===== src/rtl/dice_roller.sv =====
// dice_roller: free-running dice pair, latched on a timed roll and strobed to the craps decoder
module dice_roller #(
  parameter int ROLL_CYCLES = 16
) (
  input  logic       clock,
  input  logic       reset,
  input  logic       roll,
  output logic [2:0] die1,
  output logic [2:0] die2,
  output logic [3:0] num,
  output logic       num_valid,
  output logic       busy
);
  localparam logic [1:0] IDLE    = 2'd0;
  localparam logic [1:0] ROLLING = 2'd1;
  localparam logic [1:0] REPORT  = 2'd2;
  localparam logic [7:0] LAST    = 8'(ROLL_CYCLES - 1);
  logic [1:0] state;
  logic [2:0] f1, f2;
  logic [7:0] cnt;
  logic       roll_q, armed, rise, done;
  // armed masks the first edge so a roll already held at reset release is not a rise
  assign rise      = roll & ~roll_q & armed;
  // cnt holds the number of ROLLING cycles already completed before this edge
  assign done      = (cnt == LAST) & ~roll;
  assign num_valid = state == REPORT;
  assign busy      = state != IDLE;
  // two chained 1..6 counters; f2 advances when f1 wraps, giving all 36 pairs per period
  always_ff @(posedge clock or posedge reset)
    if (reset) begin
      f1 <= 3'd1;
      f2 <= 3'd1;
    end else begin
      f1 <= (f1 == 3'd6) ? 3'd1 : f1 + 3'd1;
      if (f1 == 3'd6) f2 <= (f2 == 3'd6) ? 3'd1 : f2 + 3'd1;
    end
  // roll edge detector history
  always_ff @(posedge clock or posedge reset)
    if (reset) begin
      roll_q <= 1'b0;
      armed  <= 1'b0;
    end else begin
      roll_q <= roll;
      armed  <= 1'b1;
    end
  // roll sequencer: animate dice while rolling, latch on exit, strobe for one cycle
  always_ff @(posedge clock or posedge reset)
    if (reset) begin
      state <= IDLE;
      cnt   <= 8'd0;
      die1  <= 3'd0;
      die2  <= 3'd0;
      num   <= 4'd0;
    end else begin
      case (state)
        IDLE: if (rise) begin
          state <= ROLLING;
          cnt   <= 8'd0;
        end
        ROLLING: begin
          die1 <= f1;
          die2 <= f2;
          cnt  <= (cnt == LAST) ? cnt : cnt + 8'd1;
          if (done) begin
            num   <= {1'b0, f1} + {1'b0, f2};
            state <= REPORT;
          end
        end
        default: state <= IDLE;
      endcase
    end
endmodule


===== config.mk =====
export PLATFORM = sky130hd
export DESIGN_NAME = dice_roller
export DESIGN_NICKNAME = d
export VERILOG_FILES = /design/src/rtl/dice_roller.sv
export SDC_FILE = /design/constraint.sdc
export NUM_CORES = 1
export LEC_CHECK = 0
export CAP_MARGIN = 5
export CORE_MARGIN = 2
export CORE_UTILIZATION = 40
export DETAILED_ROUTE_END_ITERATION = 8
export GPL_TIMING_DRIVEN = 0
export SETUP_SLACK_MARGIN = 0.15
export SLEW_MARGIN = 10
export SYNTH_ARGS = -nofsm -noshare
export SYNTH_HDL_FRONTEND = slang
export SYNTH_SLANG_ARGS = --single-unit

===== constraint.sdc =====
create_clock -name clock -period 2.2 [get_ports clock]
set_input_delay 0.44 -clock clock [delete_from_list [all_inputs] [get_ports clock]]
set_output_delay 0.44 -clock clock [all_outputs]
set_load 0.1 [all_outputs]

Word-level counts from Yosys, hierarchy flattened:

Cells that the tools add are included.

* add/subtract/negate cells: 4
* equal/unequal tests: 8
* mux-type cells: 8
* bitwise gates (word level): 5
* reduce and logical (&&, ||, !) cells: 6

Operators with widths (count)
* 2-to-1 mux 8 bit: 2
* case mux 8 bit (2 select lines): 1
* adder 8 x 1 -> 8 bit (second input constant): 1
* == test 8 x 4 -> 1 bit (second input constant): 1
* adder 3 x 1 -> 3 bit (second input constant): 2
* == test 3 bit (second input constant): 2
* 2-to-1 mux 3 bit: 2
* != test 2 bit (second input constant): 3
* adder 3 x 3 -> 4 bit: 1
* 2-to-1 mux 2 bit: 2
* case mux 2 bit (2 select lines): 1
* AND reduction 2 bit: 2
* nonzero test 2 bit: 2
* AND 1 bit: 3
* AND reduction 3 bit: 1
* == test 2 x 1 -> 1 bit (second input constant): 1
* == test 2 bit (second input constant): 1
* zero test 2 bit: 1
* inverter 1 bit: 2

* flip-flop bits (word level): 28
* input bits: 3
* output and inout bits: 12
* word-level logic and storage cells: 40

Logic depth before layout (Yosys ltp):

Gate-level depths: netlist of run 1.

* depth after elaboration: 5
* mapped depth: 6

Worst setup path after synthesis of run 1:

OpenSTA, ideal clock, no wires.

* path kind: reg2out
* start: register state[0]
* end: output num_valid
* arrival: 1721 ps
* data required time: 1760 ps
* path slack: 39 ps
* cell stages (with the launch flop): 2
* buffers on the path: 0
* cells stage by stage: dfrtp_1 nor2b_1

* longest elaborated chain between the ends: 1

RTL lines
* start, declared: RTL line 18 `logic [1:0] state;`
* start signal, assigned: RTL line 49 `state <= IDLE;`
* start signal, assigned: RTL line 57 `state <= ROLLING;`
* start signal, assigned: RTL line 66 `state <= REPORT;`
* == test 2 bit: RTL line 26 `assign num_valid = state == REPORT;`
* end, declared: RTL line 11 `output logic num_valid,`

No other way between the ends.

Worst setup path after layout of run 1:

* start: register cnt[5]
* end: register num[2]

* longest elaborated chain between the ends: 3

RTL lines
* start, declared: RTL line 20 `logic [7:0] cnt;`
* start signal, assigned: RTL line 63 `cnt <= (cnt == LAST) ? cnt : cnt + 8'd1;`
* == test 8 x 4 -> 1 bit: RTL line 25 `assign done = (cnt == LAST) & ~roll;`
* AND 1 bit: RTL line 25
* AND reduction 2 bit (no source line)
* end signal, assigned: RTL line 65 `num <= {1'b0, f1} + {1'b0, f2};`
* end, declared: RTL line 10 `output logic [3:0] num,`

No other way between the ends.
A chain may end at the register's enable or synchronous reset.

==> results of run 1 <==
[worst max-delay path, cell delays in order (launching register included)]
cell and delay [ns]:
dfrtp_1 0.42, or4_4 0.55, or2_4 0.25, or3_4 0.33
buf_6 0.14, mux2_4 0.29
[layout by cell type (no fill, tap or decap), drive strengths merged, types with 3 or more instances in the layout]
cell and instances:
nor2b 3, nor2 3, mux2i 4, clkbuf 7, nand2 21, a21oi 3
dlygate4sd2 4, mux2 3, clkdlybuf4s15 7, buf 8, o211ai 3, dfrtp 26
or3 5, nand3 11, o21ai 11, ha 4, inv 9
[through the flow]
| step | cells | utilization (%) | hold WS [ns] | cell area (um^2) |
|---|---|---|---|---|
| finish | 195 | 51.3 | 0.491 | 1580 |
| detailed placement | 185 | 48.7 | 0.462 | 1500 |
| global route | 195 | 51.3 | 0.540 | 1580 |
| CTS | 194 | 50.6 | 0.491 | 1560 |
| global placement | 185 | 48.7 | 0.467 | 1500 |
| floorplan | 127 | - | 0.471 | 1310 |
[timing repair]
action | in CTS | in global routing
endpoints found under the setup margin | 14 | 11
hold buffers | 0 | 0
pin swaps | 1 | 0
gates resized for setup | 15 | 10
endpoints found under the hold margin | 0 | 0
buffers inserted | 6 | 1
gates cloned | 0 | 0
[logic make-up (layout without fill, tap and decap cells)]
group	after synthesis	after routing	share of synthesized area (%)
XOR/XNOR	2	2	1.35
other	1	1	0.288
buffers and inverters	13	37	4.32
multiplexers	7	7	6.24
flip-flops	28	28	54.0
AO/OA/AOI/OAI	21	21	9.51
adder cells (fa/ha/maj)	5	5	5.38
AND/OR/NAND/NOR	50	50	18.9
[Yosys cell counts, drive strengths merged, types with 2 or more instances]
| library cell | n | area, um^2 |
|---|---|---|
| or2 | 2 | 12.5 |
| inv | 9 | 33.8 |
| a21oi | 3 | 15.0 |
| ha | 4 | 50.1 |
| o21ai | 11 | 55.1 |
| or3 | 5 | 31.3 |
| nand2 | 21 | 78.8 |
| xnor2 | 2 | 17.5 |
| nor2b | 3 | 18.8 |
| mux2 | 3 | 41.3 |
| dfrtp | 26 | 651 |
| clkbuf | 3 | 11.3 |
| mux2i | 4 | 40.0 |
| o211ai | 3 | 22.5 |
| nand3 | 11 | 55.1 |
| nor2 | 3 | 11.3 |
| dfstp | 2 | 52.6 |
[final cells by class]
class,count,area share [%]
Sequential cell,28,44.5
Clock buffer,3,1.43
Multi-Input combinational cell,86,35.3
Timing Repair Buffer,21,11.6
Inverter,9,2.14
Tap cell,44,3.49
Buffer,4,1.43
[registers in the layout, indices dropped and copies added, names as in the netlist]
name / flops
cnt: 8
num: 4
die1: 3
die2: 3
f1: 3
f2: 3
state: 2
armed: 1
roll_q: 1
[power groups by stage]
| stage | Clock [W] | Combinational, W | Sequential (W) |
|---|---|---|---|
| after floorplan | 0 | 0.000318 | 0.00106 |
| after global placement | 0 | 0.000844 | 0.000716 |
| after detailed placement | 0 | 0.000851 | 0.000723 |
| after CTS | 0.000218 | 0.000852 | 0.000705 |
| after global routing | 0.000239 | 0.000942 | 0.000729 |
| final | 0.000202 | 0.000880 | 0.000712 |
[per-layer routing]
layer / global-route usage, % / share of wire [%]
met5: 0 / 0
met4: 6.52 / 0.83
met3: 2.52 / 2.6
met2: 25.1 / 48
met1: 21.1 / 48
[final timing paths]
path	depth (start not counted)	slack (ns)	end	startpoint
max	5	0.13	num[2]$_DFFE_PP0P_	cnt[5]$_DFFE_PP0P_
min	2	0.49	die2[0]$_DFFE_PP0P_	die2[0]$_DFFE_PP0P_
min in group asynchronous	2	0.67	cnt[7]$_DFFE_PP0P_	reset
max reg2reg	5	0.13	num[2]$_DFFE_PP0P_	cnt[5]$_DFFE_PP0P_
max in group asynchronous	2	0.89	state[0]$_DFFE_PP0P_	reset
min reg2reg	2	0.49	die2[0]$_DFFE_PP0P_	die2[0]$_DFFE_PP0P_
==> flow_metrics.py, run 1 <==
metrics = {
    "die": {
        "rows": 20,
        "dieArea_um2": 3730,
        "die_y_um": 61.1,
        "design.core.area_um2": 3080,
        "start_util_pct": 42.3,
        "die_w_um": 61.1,
        "ioPinCount": 15,
    },
    "critical_path": {
        "start_kind": "flop",
        "arrival_ns": 2.29,
        "worstSetupPathType": "flop to flop",
        "critPathMaxFanout": 4,
        "cp.required_ns": 2.41,
        "end_kind": "flop",
    },
    "pwr": {
        "pwr-share-seq_pct": 39.7,
        "p_sw_share_pct": 49.2,
        "p_total_w": 0.00179,
        "power.density_nw_per_um2": 1140,
        "p_sw_w": 0.000882,
        "power_frac_comb_pct": 49.1,
        "peakVddDrop_mv": 0.523,
        "internal-power_w": 0.000912,
        "clockPowerShare_pct": 11.3,
        "p_leak_nw": 0.756,
    },
    "clock_tree": {
        "clkLatencyLatePin_ns": 0.32,
        "cts_tree": "yes",
        "cts_root_buf": "clkbuf_4",
        "numCtsBuffers": 3,
        "cts.clk_slew.worst_paths_ns": 0.14,
        "clock_path_buffers": 2,
        "cts_max_level": 1,
        "cts.sinks": 28,
    },
    "place": {
        "place_congestion": 0.768,
        "detailed_place_hpwl_mm": 1.67,
        "dp_slack_ns": 0.103,
        "port_buffers": 14,
    },
    "timing": {
        "layout_setup_ws_ns": 0.125,
        "fmax_ghz": 0.482,
        "skew_ns": 0.00992,
        "worstMarginPinSlew_ns": 1.07,
        "maxSlewHeadroom_pct": 28.8,
        "fin_crit_sh_pct": 94.3,
        "fin_tns_setup_ns": 0,
        "rsz0062_at_grt": "yes",
        "fin_crit_ns": 2.07,
        "slew_viol_final": 0,
        "final_hold_viol_count": 0,
        "finalSetupViolations": 0,
    },
    "final_layout": {
        "fillerInstances": 302,
        "drive_gt1_share_pct": 15.9,
        "antennaDiodeCount": 0,
        "ff_latch_area_um2": 703,
        "final_nets": 161,
        "area_delta_synth_final_pct": 21.2,
        "multiInputGateArea_um2": 558,
    },
    "grt": {
        "grt_use_total_pct": 15.6,
        "first_global_vias": 949,
        "grt.overflow.total": 0,
        "grt_pass1_wl_mm": 4.35,
        "grt_max_degree": 29,
        "antenna_found_initial": 0,
    },
    "route": {
        "dr_total_vias": 959,
        "drt_iter0_drc": 49,
        "routed_via_density": 4.92,
        "antenna_left": 0,
        "wl_mm": 2.52,
        "drc": 0,
        "drtPass1Iterations": 4,
        "wl_per_cell_um": 12.9,
    },
    "synth": {
        "avgSynthCellArea_um2": 10.3,
        "ys_types": 32,
        "ys.flop_type": "dfrtp_1",
        "synth_seq_cells": 28,
        "synthArstFlopShare_pct": 100,
        "syn_inst": 127,
        "synth_edf_count": 0,
        "synth_seq_area_share_pct": 54.0,
        "synth_fp_nets": 135,
        "ys_warn_count": 0,
        "netlist_area_um2": 1300,
    },
    "outcome": {
        "outcome": "finished, final reports clean",
    },
    "hold_path": {
        "worstHoldPathType": "flop to flop",
    },
    "job": {
        "maxCapViolCount": 0,
    },
}
No activity file was read; power rests on OpenSTA's default activity.
==> run 2, diff against run 1 <==
--- a/config.mk
+++ b/config.mk
@@ -6,10 +6,11 @@
 export NUM_CORES = 1
 export LEC_CHECK = 0
 export CAP_MARGIN = 5
-export CORE_MARGIN = 2
 export CORE_UTILIZATION = 40
 export DETAILED_ROUTE_END_ITERATION = 8
 export GPL_TIMING_DRIVEN = 0
+export HOLD_SLACK_MARGIN = 0.08
+export REMOVE_ABC_BUFFERS = 1
 export SETUP_SLACK_MARGIN = 0.15
 export SLEW_MARGIN = 10
 export SYNTH_ARGS = -nofsm -noshare
==> run 2 against run 1 <==
Largest cell class unchanged. Count of clock-buffer cells in the layout is the same. Sequential share of layout area grew 0.94 points. Setup slack gained 0.058 ns. First-iteration DRC count shrank 71%. Critical path depth shrank 1. Largest power group unchanged.
==> flow_metrics.py, run 2 (synthesis gave the netlist of run 1 again) <==
metrics = {
    "critical_path": {
        "critPathMaxFanout": 5,
        "crit_chain": "or4_4 > or2_4 > or3_4 > mux2_4",
        "reg2reg_setup_slack_ns": 0.18,
        "crit_buf_inv": 0,
        "end_kind": "flop",
        "worstSetupPathType": "flop to flop",
        "slowest_stage": "or4_4",
        "cp.required_ns": 2.43,
        "arrival_ns": 2.25,
        "critical_path.max_stage_delay_ns": 0.56,
        "cp_top_family": "simple AND/OR/NAND/NOR gates",
        "start_kind": "flop",
    },
    "timing": {
        "fin_tns_setup_ns": 0,
        "rsz0062_at_grt": "yes",
        "finalSetupViolations": 0,
        "skew_ns": 0.0116,
        "fin_crit_ns": 2.02,
        "fmax_ghz": 0.496,
        "maxSlewHeadroom_pct": 30.8,
        "slew_viol_final": 0,
        "fin_crit_sh_pct": 91.7,
        "final_hold_viol_count": 0,
        "worstMarginPinSlew_ns": 1.04,
    },
    "die": {
        "die_w_um": 59.1,
        "dieArea_um2": 3490,
        "design.core.area_um2": 3080,
        "ioPinCount": 15,
        "rows": 20,
        "start_util_pct": 42.3,
        "die_y_um": 59.1,
    },
    "clock_tree": {
        "clkLatencyLatePin_ns": 0.32,
        "numCtsBuffers": 3,
        "clock_path_buffers": 2,
        "cts_tree": "yes",
        "cts_max_level": 1,
        "cts_root_buf": "clkbuf_4",
        "cts.sinks": 28,
        "cts.clk_slew.worst_paths_ns": 0.16,
    },
    "final_layout": {
        "regMostFlops": "cnt",
        "drive_gt1_share_pct": 12.6,
        "final_common_cell": "dfrtp_1",
        "largest_register_ffs": 8,
        "instances_no_fill": 187,
        "antennaDiodeCount": 0,
        "area_delta_synth_final_pct": 18.7,
        "final_nets": 152,
        "fillerInstances": 311,
        "top_regs": "cnt x8, num x4",
        "final_cell_mix": "26 x dfrtp_1, 21 x nand2_1, 11 x nand3_1",
    },
    "place": {
        "dp_cells": 181,
        "port_buffers": 14,
        "detailed_place_hpwl_mm": 1.60,
        "place_congestion": 0.812,
    },
    "pwr": {
        "power.density_nw_per_um2": 1210,
        "p_leak_nw": 0.731,
        "peakVddDrop_mv": 0.630,
    },
    "grt": {
        "antenna_found_initial": 0,
        "grt_pass1_wl_mm": 3.96,
        "grt_use_total_pct": 14.9,
        "grt_max_degree": 29,
        "grt.overflow.total": 0,
        "first_global_vias": 946,
    },
    "route": {
        "drtPass1Iterations": 4,
        "drt_iter0_drc": 14,
        "wl_mm": 2.24,
        "antenna_left": 0,
        "dr_total_vias": 938,
        "drc": 0,
        "routed_via_density": 5.02,
        "wl_per_cell_um": 12.0,
    },
    "job": {
        "maxCapViolCount": 0,
    },
    "hold_path": {
        "worstHoldPathType": "flop to flop",
    },
    "outcome": {
        "outcome": "finished, final reports clean",
    },
}
[run 2: per-layer routing]
metal / GRT usage (%) / up-vias / share of wire, %
met5: 0 / - / 0
li1: - / 463 / -
met2: 25.6 / 10 / 48
met3: 1.97 / 2 / 1.8
met1: 19.1 / 463 / 49
met4: 5.44 / 0 / 0.85
[run 2: final timing paths]
kind,start,cells past startpoint,end
min in group asynchronous,reset,2,roll_q$_DFF_PP0_
setup reg to reg,cnt[7]$_DFFE_PP0P_,4,num[0]$_DFFE_PP0P_
max in group asynchronous,reset,2,die2[0]$_DFFE_PP0P_
setup / recovery,cnt[7]$_DFFE_PP0P_,4,num[0]$_DFFE_PP0P_
hold reg to reg,die2[0]$_DFFE_PP0P_,2,die2[0]$_DFFE_PP0P_
hold / removal,die2[0]$_DFFE_PP0P_,2,die2[0]$_DFFE_PP0P_
[run 2: repair_timing]
action / 4_1_cts / 5_1_grt
hold buffers: 0 / 0
setup endpoints to repair: 14 / 12
pin swaps: 0 / 0
endpoints found under the hold margin: 0 / 0
buffers inserted: 1 / 1
gates resized for setup: 15 / 12
[run 2: area by class of cell]
| type | count | area [um^2] | area share [%] |
|---|---|---|---|
| Multi-Input combinational cell | 86 | 553 | 35.8 |
| Clock buffer | 3 | 22.5 | 1.46 |
| Clock inverter | 1 | 30.0 | 1.94 |
| Sequential cell | 28 | 703 | 45.5 |
| Tap cell | 44 | 55.1 | 3.56 |
| Inverter | 9 | 33.8 | 2.18 |
| Timing Repair Buffer | 16 | 149 | 9.63 |
[run 2: where the power goes]
part,leakage (nW),internal [W],switching [W]
clock network,0.0279,0.000184,0.000150
logic,0.362,0.000195,0.000635
registers,0.341,0.000622,0.0000837
[run 2: worst reg2reg max path, delay by kind of cell (launching register included)]
family	cells	cell delay, ns
simple gates	3	1.19
flops	1	0.43
mux	1	0.31
[run 2: stage by stage]
stage / total power (W) / hold WS (ns) / utilization, % / instance area, um^2 / worst slack [ns]
final: 0.00187 / 0.496 / 50.2 / 1550 / 0.183
after global routing: 0.00198 / 0.546 / 50.2 / 1550 / 0.129
after CTS: 0.00188 / 0.502 / 49.6 / 1530 / 0.0485
after detailed placement: 0.00157 / 0.471 / 47.9 / 1480 / 0.0866
after global placement: 0.00155 / 0.466 / 47.9 / 1480 / 0.0897
after floorplan: 0.00136 / 0.471 / - / 1280 / 0.0388
==> run 3, diff against run 2 <==
--- a/config.mk
+++ b/config.mk
@@ -10,7 +10,6 @@
 export DETAILED_ROUTE_END_ITERATION = 8
 export GPL_TIMING_DRIVEN = 0
 export HOLD_SLACK_MARGIN = 0.08
-export REMOVE_ABC_BUFFERS = 1
 export SETUP_SLACK_MARGIN = 0.15
 export SLEW_MARGIN = 10
 export SYNTH_ARGS = -nofsm -noshare
==> run 3 against run 2 <==
Sequential cell count stayed put. Register-to-register slack worse by 0.06 ns. Maximum frequency is 2.7% lower. Power is 4.6% lower. Routed wire length is 7.0% higher. Utilization is 0.94 points higher. Count of clock-buffer cells in the layout stayed put. Cell count is 4.3% higher. Largest cell class unchanged.
==> flow_metrics.py, run 3 (synthesis gave the netlist of run 1 again) <==
metrics = {
    "hold_path": {
        "holdCritStartpoint": "die2[0]$_DFFE_PP0P_",
        "worstHoldPathType": "flop to flop",
        "hold_end": "die2[0]$_DFFE_PP0P_",
        "whs_path_depth": 2,
    },
    "die": {
        "start_util_pct": 42.3,
        "design.core.area_um2": 3080,
        "ioPinCount": 15,
        "rows": 20,
        "die_w_um": 59.1,
        "dieArea_um2": 3490,
        "die_y_um": 59.1,
    },
    "place": {
        "detailed_place_hpwl_mm": 1.66,
        "port_buffers": 14,
        "dp_cells": 185,
        "place_congestion": 0.798,
    },
    "timing": {
        "finalSetupViolations": 0,
        "fmax_ghz": 0.482,
        "final_hold_viol_count": 0,
        "worstMarginPinSlew_ns": 1.05,
        "hold_slack_ns": 0.493,
        "fin_crit_sh_pct": 94.2,
        "fin_crit_ns": 2.07,
        "maxSlewHeadroom_pct": 30.2,
        "fin_tns_setup_ns": 0,
        "rsz0062_at_grt": "yes",
        "slew_viol_final": 0,
        "skew_ns": 0.0100,
    },
    "clock_tree": {
        "holdBufCountCts": 0,
        "cts_max_level": 1,
        "clock_path_buffers": 2,
        "cts_root_buf": "clkbuf_4",
        "cts.clk_slew.worst_paths_ns": 0.15,
        "cts_tree": "yes",
        "clkLatencyLatePin_ns": 0.32,
        "cts.sinks": 28,
        "numCtsBuffers": 3,
    },
    "route": {
        "wl_per_cell_um": 12.3,
        "routed_via_density": 4.87,
        "drt_iter0_drc": 33,
        "wl_mm": 2.39,
        "dr_total_vias": 949,
        "drc": 0,
        "antenna_left": 0,
        "drtPass1Iterations": 4,
    },
    "grt": {
        "grt_max_degree": 29,
        "first_global_vias": 932,
        "grt_use_total_pct": 16.6,
        "grt_pass1_wl_mm": 4.26,
        "grt.overflow.total": 0,
        "antenna_found_initial": 0,
    },
    "pwr": {
        "p_leak_nw": 0.756,
        "pwr-share-seq_pct": 39.7,
        "clockPowerShare_pct": 11.8,
        "p_sw_w": 0.000877,
        "p_total_w": 0.00178,
        "power_frac_comb_pct": 48.6,
        "power.density_nw_per_um2": 1130,
        "internal-power_w": 0.000907,
        "peakVddDrop_mv": 0.772,
        "p_sw_share_pct": 49.2,
    },
    "critical_path": {
        "reg2reg_setup_slack_ns": 0.13,
        "crit_path_start": "cnt[7]$_DFFE_PP0P_",
        "r2r-start": "cnt[7]$_DFFE_PP0P_",
        "end_kind": "flop",
        "reg2reg_depth": 5,
        "worstSetupPathType": "flop to flop",
        "critPathMaxFanout": 4,
        "cp.required_ns": 2.42,
        "start_kind": "flop",
        "arrival_ns": 2.29,
        "r2r_end": "num[0]$_DFFE_PP0P_",
    },
    "final_layout": {
        "antennaDiodeCount": 0,
        "largest_register_ffs": 8,
        "final_common_cell": "dfrtp_1",
        "area_delta_synth_final_pct": 20.9,
        "fillerInstances": 306,
        "final_nets": 161,
        "drive_gt1_share_pct": 15.9,
        "regMostFlops": "cnt",
        "instances_no_fill": 195,
        "top_regs": "cnt x8, num x4",
        "final_cell_mix": "26 x dfrtp_1, 21 x nand2_1, 11 x nand3_1",
    },
    "job": {
        "maxCapViolCount": 0,
    },
    "outcome": {
        "outcome": "finished, final reports clean",
    },
}
==> run 3: worst max path at each step <==
| stage | to | slack (ns) |
|---|---|---|
| 2_1_floorplan | num[0]$_DFFE_PP0P_ | 0.19 |
| 3_3_place_gp | busy | 0.11 |
| 3_5_place_dp | busy | 0.10 |
| 4_1_cts | busy | 0.04 |
| 5_1_grt | num[0]$_DFFE_PP0P_ | 0.09 |
| 6_report | num[0]$_DFFE_PP0P_ | 0.13 |
==> run 3: per-stage QoR <==
| step | utilization, % | area [um^2] | setup WS, ns |
|---|---|---|---|
| after floorplan | - | 1310 | 0.192 |
| after global placement | 48.7 | 1500 | 0.112 |
| after detailed placement | 48.7 | 1500 | 0.103 |
| after CTS | 50.5 | 1560 | 0.0437 |
| after global routing | 51.2 | 1580 | 0.0931 |
| final | 51.2 | 1580 | 0.127 |
==> run 3: critical path, cell delays in order, from the launching register on <==
cell and delay, ns:
dfrtp_1 0.42, or4_4 0.55, or2_4 0.24, or3_4 0.33, buf_6 0.14, mux2_4 0.29
==> run 3: area by class of cell <==
type	instances	area [um^2]	share of cell area (%)
inverters	9	33.8	2.14
flip-flops and latches	28	703	44.6
well taps	44	55.1	3.49
plain buffers	4	22.5	1.43
multi-input cells	86	556	35.3
repair buffers	21	183	11.6
clock buffers	3	22.5	1.43
==> run 3: repair_timing <==
action	4_1_cts	5_1_grt
gates resized for setup	16	8
buffers inserted	5	2
pin swaps	1	0
setup endpoints to repair	14	10
==> run 3: metal layers <==
metal	routed length [um]	GRT usage, %
met1	1160	22.1
met2	1170	27.3
met3	45	2.18
met4	17	7.14
met5	0	0
==> run 3: power groups by stage <==
stage | Sequential (W) | Clock [W] | Combinational [W]
2_1_floorplan | 0.00106 | 0 | 0.000318
3_3_place_gp | 0.000716 | 0 | 0.000845
3_5_place_dp | 0.000719 | 0 | 0.000858
4_1_cts | 0.000706 | 0.000218 | 0.000844
5_1_grt | 0.000722 | 0.000240 | 0.000933
6_report | 0.000707 | 0.000210 | 0.000866
==> RTL edit (flow settings as in run 1) <==
Register the input `roll` before use, with the module's reset. The logic sees it one clock later. Comments in the files are not updated.
--- a/src/rtl/dice_roller.sv
+++ b/src/rtl/dice_roller.sv
@@ -15,14 +15,25 @@
   localparam logic [1:0] ROLLING = 2'd1;
   localparam logic [1:0] REPORT  = 2'd2;
   localparam logic [7:0] LAST    = 8'(ROLL_CYCLES - 1);
+
+  logic roll_r;
+
+  always_ff @(posedge clock or posedge reset) begin
+      if (reset) begin
+          roll_r <= '0;
+      end else begin
+          roll_r <= roll;
+      end
+  end
+
   logic [1:0] state;
   logic [2:0] f1, f2;
   logic [7:0] cnt;
   logic       roll_q, armed, rise, done;
   // armed masks the first edge so a roll already held at reset release is not a rise
-  assign rise      = roll & ~roll_q & armed;
+  assign rise      = roll_r & ~roll_q & armed;
   // cnt holds the number of ROLLING cycles already completed before this edge
-  assign done      = (cnt == LAST) & ~roll;
+  assign done      = (cnt == LAST) & ~roll_r;
   assign num_valid = state == REPORT;
   assign busy      = state != IDLE;
   // two chained 1..6 counters; f2 advances when f1 wraps, giving all 36 pairs per period
@@ -40,7 +51,7 @@
       roll_q <= 1'b0;
       armed  <= 1'b0;
     end else begin
-      roll_q <= roll;
+      roll_q <= roll_r;
       armed  <= 1'b1;
     end
   // roll sequencer: animate dice while rolling, latch on exit, strobe for one cycle
Check against the original RTL: not equivalent (a bounded check fails within 4 cycles, from zero or initial values and one cycle with reset high).
==> RTL edit against run 1 <==
  * Setup slack improved by 28 ps
  * Sequential cell count is 1 higher
  * Area after synthesis up 1.9%
  * Worst hold slack got worse by 54 ps
  * Wire length is 4.2% higher
  * Design area increased by 3.0%
  * Cell count is 2.6% higher
  * Non-clock buffer count is the same
  * Power grew 4.4%
  * Critical path type unchanged
  * Critical endpoint is now num[0]$_DFFE_PP0P_
  * Largest power group unchanged
  * Highest routed layer unchanged
==> RTL edit: results (changes against run 1) <==
\begin{tabular}{lr}
\hline
Metric & Value \\
\hline
\multicolumn{2}{l}{\textbf{Status}} \\
\quad Result of the run & complete, no violations \\
\multicolumn{2}{l}{\textbf{Placement}} \\
\quad Instance count after placement with tap cells included & 186 (+0.54\%) \\
\quad Placed instance area & 1530 µm² (+1.7\%) \\
\quad Final weighted congestion of routability-driven global placement & 0.788 (+2.7\%) \\
\multicolumn{2}{l}{\textbf{Critical path}} \\
\quad Max FO, Critical Path & 3 (-1) \\
\quad Register-to-Register Setup Slack & 150 ps (+30 ps) \\
\quad Data arrival, critical path & 2250 ps (-40 ps) \\
\multicolumn{2}{l}{\textbf{Detailed routing}} \\
\quad Routed via count & 1009 (+5.2\%) \\
\quad Final routed wire length divided by cell count & 13.1 µm (+1.6\%) \\
\quad Total met2 wirelength after detailed routing & 1.36 mm (+12\%) \\
\quad Met1 routed wirelength after detailed routing & 1.15 mm (-5.3\%) \\
\quad Routed Wire Length & 2.63 mm (+4.2\%) \\
\quad Met3 wire length & 74 µm (+14\%) \\
\multicolumn{2}{l}{\textbf{Final layout}} \\
\quad Share of layout cells above drive strength 1 & 16.7\% (+0.77 points) \\
\multicolumn{2}{l}{\textbf{CTS}} \\
\quad CTS-repair resized insts & 16 (+1) \\
\quad Clk slew on worst S/H paths & 90 ps (-50 ps) \\
\quad Number of levels the H-tree was split into & 2 (+1) \\
\quad Number of post-CTS setup repair buffers & 5 (-1) \\
\quad Number of buffers created by CTS & 5 (+2) \\
\multicolumn{2}{l}{\textbf{GRT}} \\
\quad Combined global-route utilization of all metal layers & 17.2\% (+1.6 points) \\
\quad Global-route wire length before repair & 4.64 mm (+6.8\%) \\
\quad Pin count of the biggest net entering global routing & 30 (+3.4\%) \\
\multicolumn{2}{l}{\textbf{Synthesis}} \\
\quad Synth Net Count & 136 (+0.74\%) \\
\quad Ranking of synthesized cells by instance count & sky130\_fd\_sc\_hd\_\_dfrtp\_1, sky130\_fd\_sc\_hd\_\_nand2\_1, sky130\_fd\_sc\_hd\_\_nand3\_1 \\
\quad Instance count of the mapped netlist & 128 (+0.79\%) \\
\quad Synth top area cells & sky130\_fd\_sc\_hd\_\_dfrtp\_1, sky130\_fd\_sc\_hd\_\_nand2\_1, sky130\_fd\_sc\_hd\_\_nand3\_1, sky130\_fd\_sc\_hd\_\_dfstp\_2, sky130\_fd\_sc\_hd\_\_ha\_1 \\
\multicolumn{2}{l}{\textbf{Timing}} \\
\quad Share of the cycle needed by the critical path after routing & 93.0\% (-1.3 points) \\
\quad Clock Skews & 5.40 ps (-4.52 ps) \\
\quad Hold\_ws & 437 ps (-53.7 ps) \\
\multicolumn{2}{l}{\textbf{Pwr}} \\
\quad Static power due to leakage & 0.799 nW (+5.7\%) \\
\hline
\end{tabular}
## RTL edit: final timing paths
kind	from	depth (start not counted)	to
worst min register to register	roll_r$_DFF_PP0_	0	roll_q$_DFF_PP0_
min in group asynchronous	reset	2	roll_r$_DFF_PP0_
max in group asynchronous	reset	2	die2[1]$_DFFE_PP0P_
worst min-delay path	roll_r$_DFF_PP0_	0	roll_q$_DFF_PP0_
worst max-delay path	cnt[7]$_DFFE_PP0P_	5	num[0]$_DFFE_PP0P_
worst max register to register	cnt[7]$_DFFE_PP0P_	5	num[0]$_DFFE_PP0P_
## RTL edit: logic make-up after synthesis
group | after synthesis | share of synthesized area (%)
fa+ha+maj | 5 | 5.28
simple gates | 50 | 18.6
mux | 7 | 6.13
buf+inv | 13 | 4.24
other cells | 1 | 0.282
compound gates | 21 | 9.33
flops | 29 | 54.9
xor+xnor | 2 | 1.32
## RTL edit: power breakdown
part           internal (W)  switching (W)
Sequential         0.000634      0.0000783
Clock              0.000151       0.000178
Combinational      0.000214       0.000619
## RTL edit: routing by layer
| layer | up-vias | track usage [%] |
|---|---|---|
| li1 | 492 | - |
| met1 | 496 | 21.8 |
| met2 | 16 | 27.7 |
| met3 | 5 | 4.62 |
| met4 | 0 | 7.60 |
| met5 | - | 0 |
## RTL edit: area by class of cell
class,instances,area [µm²]
Fill cell,298,1480
Clock buffer,7,55.1
Multi-Input combinational cell,86,553
Inverter,9,33.8
Sequential cell,29,728
Timing Repair Buffer,21,179
Tap cell,44,55.1
Buffer,4,22.5
## RTL edit: worst max-delay path: stages (launching register included)
cell and delay [ps]:
sky130_fd_sc_hd__dfrtp_1 400, sky130_fd_sc_hd__or4_4 540, sky130_fd_sc_hd__or2_4 250, sky130_fd_sc_hd__or3_4 330
sky130_fd_sc_hd__buf_6 130, sky130_fd_sc_hd__mux2_4 280
